===== src/rtl/tdm_demux.sv =====
// Receive-side demultiplexer for a two-channel TDM stream (A tagged by sync, then B).
// Tracks frame alignment, steers beats into per-channel holding registers, counts frames/errors.
module tdm_demux #(
  parameter int unsigned WIDTH = 8,
  parameter int unsigned CNT_W = 16
) (
  input  logic             clk,
  input  logic             rst,
  input  logic [WIDTH-1:0] din,
  input  logic             din_valid,
  input  logic             sync,
  output logic [WIDTH-1:0] a_out,
  output logic [WIDTH-1:0] b_out,
  output logic             a_valid,
  output logic             b_valid,
  output logic             frame_valid,
  output logic             locked,
  output logic             err,
  output logic [CNT_W-1:0] frame_cnt,
  output logic [7:0]       err_cnt
);

  typedef enum logic [1:0] {
    StHunt  = 2'd0,
    StWaitB = 2'd1,
    StWaitA = 2'd2
  } state_e;

  state_e state_q, state_d;

  logic take_a, take_b, viol;

  logic [WIDTH-1:0] a_q, b_q;
  logic             a_valid_q, b_valid_q, frame_valid_q, err_q;
  logic [CNT_W-1:0] frame_cnt_q;
  logic [7:0]       err_cnt_q;

  // State register
  always_ff @(posedge clk) begin
    if (rst) begin
      state_q <= StHunt;
    end else begin
      state_q <= state_d;
    end
  end

  // Next-state logic
  always_comb begin
    state_d = state_q;
    if (din_valid) begin
      unique case (state_q)
        StHunt:  if (sync) state_d = StWaitB;
        StWaitB: if (!sync) state_d = StWaitA;
        StWaitA: state_d = sync ? StWaitB : StHunt;
        default: state_d = StHunt;
      endcase
    end
  end

  // Beat steering decode
  always_comb begin
    take_a = 1'b0;
    take_b = 1'b0;
    viol   = 1'b0;
    if (din_valid) begin
      unique case (state_q)
        StHunt: begin
          take_a = sync;
        end
        StWaitB: begin
          // A sync here means B went missing: flag it and restart on this beat as A.
          take_a = sync;
          take_b = !sync;
          viol   = sync;
        end
        StWaitA: begin
          take_a = sync;
          viol   = !sync;
        end
        default: begin
          take_a = 1'b0;
        end
      endcase
    end
  end

  // Datapath, strobes and counters
  always_ff @(posedge clk) begin
    if (rst) begin
      a_q           <= '0;
      b_q           <= '0;
      a_valid_q     <= 1'b0;
      b_valid_q     <= 1'b0;
      frame_valid_q <= 1'b0;
      err_q         <= 1'b0;
      frame_cnt_q   <= '0;
      err_cnt_q     <= '0;
    end else begin
      a_valid_q     <= take_a;
      b_valid_q     <= take_b;
      frame_valid_q <= take_b;
      err_q         <= viol;
      if (take_a) a_q <= din;
      if (take_b) begin
        b_q         <= din;
        frame_cnt_q <= frame_cnt_q + CNT_W'(1);
      end
      if (viol && (err_cnt_q != 8'hFF)) err_cnt_q <= err_cnt_q + 8'd1;
    end
  end

  always_comb begin
    a_out       = a_q;
    b_out       = b_q;
    a_valid     = a_valid_q;
    b_valid     = b_valid_q;
    frame_valid = frame_valid_q;
    err         = err_q;
    frame_cnt   = frame_cnt_q;
    err_cnt     = err_cnt_q;
    locked      = (state_q != StHunt);
  end

endmodule


===== config.mk =====
export PLATFORM = sky130hd
export DESIGN_NAME = tdm_demux
export DESIGN_NICKNAME = d
export VERILOG_FILES = /design/src/rtl/tdm_demux.sv
export SDC_FILE = /design/constraint.sdc
export NUM_CORES = 1
export LEC_CHECK = 0
export ABC_AREA = 0
export CAP_MARGIN = 40
export CELL_PAD_IN_SITES_DETAIL_PLACEMENT = 0
export CELL_PAD_IN_SITES_GLOBAL_PLACEMENT = 1
export CORE_MARGIN = 8
export CORE_UTILIZATION = 34
export DETAILED_ROUTE_END_ITERATION = 10
export GPL_TIMING_DRIVEN = 0
export PLACE_DENSITY = 0.86
export SYNTH_ARGS = -nofsm -noshare
export SYNTH_HDL_FRONTEND = slang
export SYNTH_SLANG_ARGS = --single-unit
export TNS_END_PERCENT = 5

===== constraint.sdc =====
create_clock -name clk -period 2.5 [get_ports clk]
set_input_delay 0.75 -clock clk [delete_from_list [all_inputs] [get_ports clk]]
set_output_delay 0.75 -clock clk [all_outputs]
set_load 0.03 [all_outputs]

# Word level (Yosys, flattened, before mapping)
# Cells that the tools add are included.
classes:
  add_sub_neg: 2
  n_eq_ne: 5
  mux: 10
  n_reduce_logical: 6
ops:
  columns: ["op", "count"]
  rows:
  - ["$add A16 B1 Y16 const B", 1]
  - ["$add A8 B1 Y8 const B", 1]
  - ["$ne A8 B8 Y1 const B", 1]
  - ["$mux W1", 6]
  - ["$pmux W2 S3", 1]
  - ["$mux W2", 2]
  - ["$ne A2 B2 Y1 const B", 2]
  - ["$reduce_and A3 Y1", 1]
  - ["$reduce_or A3 Y1", 1]
  - ["$eq A2 B1 Y1 const B", 1]
  - ["$eq A2 B2 Y1 const B", 1]
  - ["$logic_not A2 Y1", 1]
  - ["$pmux W1 S2", 1]
  - ["$reduce_bool A2 Y1", 1]
  - ["$logic_and A1 B1 Y1", 1]
  - ["$logic_not A1 Y1", 1]
word_totals:
  reg_bits: 45
  input_bits: 12
  wordCells: 31

# Depth between registers and ports, before layout
depth:
  ltp_word: 4
  ltp_mapped: 5

# Least setup slack after synthesis
# OpenSTA, ideal clock, no wires.
synth_timing:
  path_kind: "input to register"
  from: "in sync"
  to: "reg frame_cnt_q[12], in the netlist frame_cnt[12]"
  setup_ns: 0.070
  arrival_ns: 2.084
  required_time_ns: 2.430
  setup_slack_ns: 0.345
  cell_stages: 5
  n_path_buf: 1
  path_cell_list: "nand4bb_1 buf_2 or4_4 or3_1 a21oi_1"
synth_between:
  elab_chain_len: 3
synth_lines:
  columns: ["element", "line", "rtl"]
  rows:
  - ["from (decl)", "11", "input logic sync,"]
  - ["$logic_not A1 Y1", "73", "take_b = !sync;"]
  - ["$mux W1", "66", "unique case (state_q)"]
  - ["$mux W1", "65", "if (din_valid) begin"]
  - ["to (signal assigned)", "106", "frame_cnt_q <= frame_cnt_q + CNT_W'(1);"]
  - ["to (decl)", "35", "logic [CNT_W-1:0] frame_cnt_q;"]
# No other way between the ends.
# A chain may end at the register's enable or synchronous reset.

# Final worst setup path
# Same ends and word-level chain as after synthesis.

==> results by group <==
Final layout
  – Commonest cells after routing, fill and taps aside: 56 x clkdlybuf4s50_1, 45 x dfxtp_1, 26 x nand2_1, 26 x nor2_1, 20 x a21oi_1
  – Synth-to-layout area growth: 40.5%
  – Fillers: 491
  – Fin util: 49.9%
  – Commonest non-fill, non-tap cell in the layout: clkdlybuf4s50_1
  – Final instance area: 2580 um^2
  – Ant. Diodes: 0
  – Share of cells above drive strength 1: 5.19%
  – Net count, final: 283

Yosys
  – Yosys cell types: 37
  – Post-Synthesis Cells: 206
  – Number of synthesized register bits: 45
  – Mean Syn Cell Area: 8.92 um^2
  – Ys Warns: 0
  – Sequential element share of the synthesized area: 49.0%
  – Netlist Area Pre-Place: 1840 um^2
  – Syn nets: 220

Critical path
  – Reg-to-reg slack, setup: 620 ps
  – Worst Path Required: 2720 ps
  – Startpoint Class: input pin
  – CP Max Fanout: 8
  – Setup CP Type: input pin to register
  – Reg2reg path depth: 5
  – Reg2Reg Launch Point: state_q[1]
  – FF-to-FF End: frame_cnt[12]
  – Critical Path End Type: register
  – Worst Setup EP: frame_cnt[12]
  – CP arrival: 2700 ps
  – CP startpoint: sync

CTS
  – Post-CTS setup buffers: 0
  – Worst skew pair latency: 290 ps
  – Deepest clock path buffer count: 2
  – TritonCTS Buffers: 5
  – H-tree depth: 2
  – Clock sinks: 45
  – CTS tree: yes
  – Clk slew on worst S/H paths: 90 ps
  – Root Buffer: clkbuf_8
  – Cts hold-fix bufs: 0

Floorplan
  – Die Span X: 89.5 um
  – Starting Density: 35.5%
  – Die Footprint: 8010 um^2
  – I/O pins: 57
  – Die height: 89.5 um
  – Row cnt: 26
  – Core area: 5170 um^2

Min path
  – Hold Crit Class: register to register

STA
  – Tmin final: 2480 ps
  – Hold Fails Final Rpt: 0
  – Final setup viols: 0
  – Max_slew headroom: 55.3%
  – Post-route setup slack: 19.7 ps
  – Setup TNS Final: 0 ps
  – Unrepaired setup endpoints after global routing: true
  – Max Freq: 0.403 GHz
  – Final period util: 99.2%
  – Fin Clk Skew: 4.45 ps
  – Worst-Margin Slew: 671 ps
  – Final Max Tran Viols: 0

Placement
  – Post-DP Area: 2490 um^2
  – Gpl congestion: 0.719
  – Port bufs: 56
  – Pre-CTS worst setup slack: -312 ps
  – Detailed placement HPWL: 3360 um

Status
  – Status: finished clean

Power
  – Maximum VDD drop: 0.372 mV
  – Tot Pwr: 1.30 mW
  – LEAKAGE: 0.908 nW
  – P per Cell Area: 504 nW/um^2

Global routing
  – Global-route usage over all layers: 12.0%
  – Grt total ovfl: 0
  – Number of global-route vias before repair: 1624
  – Largest net degree at the start of global routing: 16
  – First-pass GRT wire length: 7450 um
  – Antenna violations before repair: 0

Routing
  – DR vias/cell: 4.84
  – Vias: 1647
  – Wire length per cell: 13.4 um
  – # DRC: 0
  – Post-route ant nets: 0
  – 1st-pass router iterations: 4
  – Initial DRC Count: 48
  – Final WL: 4550 um

Flow run
  – Max capacitance violation total: 0
## timing repair
item	4_1_cts	5_1_grt
pin swaps	0	0
resized for setup	1	0
setup endpoints to repair	1	12
## layout make-up
class / instances / area, um^2 / share of cell area, %
well taps: 70 / 87.6 / 3.39
repair buffers: 56 / 561 / 21.7
flip-flops and latches: 45 / 901 / 34.9
clock buffers: 5 / 68.8 / 2.66
multi-input cells: 151 / 901 / 34.9
plain buffers: 10 / 42.5 / 1.65
clock inverters: 3 / 21.3 / 0.824
## cells in the mapped netlist (all sizes together)
| cell | count | area, um^2 |
|---|---|---|
| nor3 | 5 | 25.0 |
| mux2i | 9 | 90.1 |
| a21oi | 20 | 100 |
| nand3 | 10 | 50.1 |
| nand4b | 1 | 8.76 |
| a21bo | 1 | 10.0 |
| o31ai | 1 | 7.51 |
| a211oi | 1 | 7.51 |
| a32oi | 1 | 8.76 |
| nor2 | 26 | 97.6 |
| and2 | 2 | 12.5 |
| clkbuf | 6 | 22.5 |
| nor4bb | 1 | 10.0 |
| nand4bb | 2 | 22.5 |
| o21ai | 4 | 20.0 |
| nand4 | 5 | 31.3 |
| and4 | 2 | 17.5 |
| dfxtp | 45 | 901 |
| mux2 | 3 | 33.8 |
| xnor2 | 6 | 52.6 |
| nor2b | 4 | 25.0 |
| nor4 | 1 | 6.26 |
| ha | 2 | 25.0 |
| and4b | 1 | 10.0 |
| or3 | 4 | 25.0 |
| and3 | 2 | 12.5 |
| xor2 | 5 | 43.8 |
| nand2 | 26 | 97.6 |
| or2 | 2 | 12.5 |
| buf | 4 | 20.0 |
| nand2b | 2 | 12.5 |
| or4 | 2 | 18.8 |
## per-layer routing
metal	wire length, um	GRT usage (%)
met5	0	0
met1	1980	13.5
met4	35	2.72
met2	2030	19.1
met3	505	6.99
## where the power goes
group,switching (mW),internal (mW)
Clock,0.253,0.198
Sequential,0.00708,0.728
Combinational,0.0634,0.0512
Total,0.323,0.977
## flip-flops by register name, summed over array words and instances, names as in the netlist
register     count
state_q          2
a_out            8
err_cnt          8
b_out            8
frame_cnt       16
frame_valid      1
a_valid          1
err              1
## kinds of logic (layout without fill, tap and decap cells)
| kind of cell | count (synthesis) | after routing | share of synthesized area, % |
|---|---|---|---|
| AOI/OAI and AO/OA | 28 | 28 | 8.37 |
| xor gates and xnor gates | 11 | 11 | 5.24 |
| adders and majority gates | 2 | 2 | 1.36 |
| buffers and inverters | 10 | 74 | 2.31 |
| DFF | 45 | 45 | 49.0 |
| muxes | 12 | 12 | 6.74 |
| and+or+nand+nor | 98 | 98 | 27.0 |
## worst min-delay path by stage
stage	from	end	slack, ps	cells after the start
global placement	b_out[2]	b_out[2]	440	2
floorplan	state_q[0]	state_q[0]	500	2
CTS	b_out[6]	b_out[6]	460	2
finish	b_out[3]	b_out[3]	460	2
detailed placement	b_out[6]	b_out[6]	450	2
global route	b_out[6]	b_out[6]	490	2
## critical path, stage by stage
cell and delay (ps):
clkdlybuf4s50_1 480, nand4bb_1 210, buf_2 190, or4_4 580
or3_1 360, a21oi_1 130
## metrics by stage
step | cells | hold slack (ps)
final | 340 | 456
after global routing | 340 | 491
after detailed placement | 332 | 446
after floorplan | 206 | 498
after global placement | 332 | 442
after CTS | 340 | 459
Power figures use the tool's default switching activity.
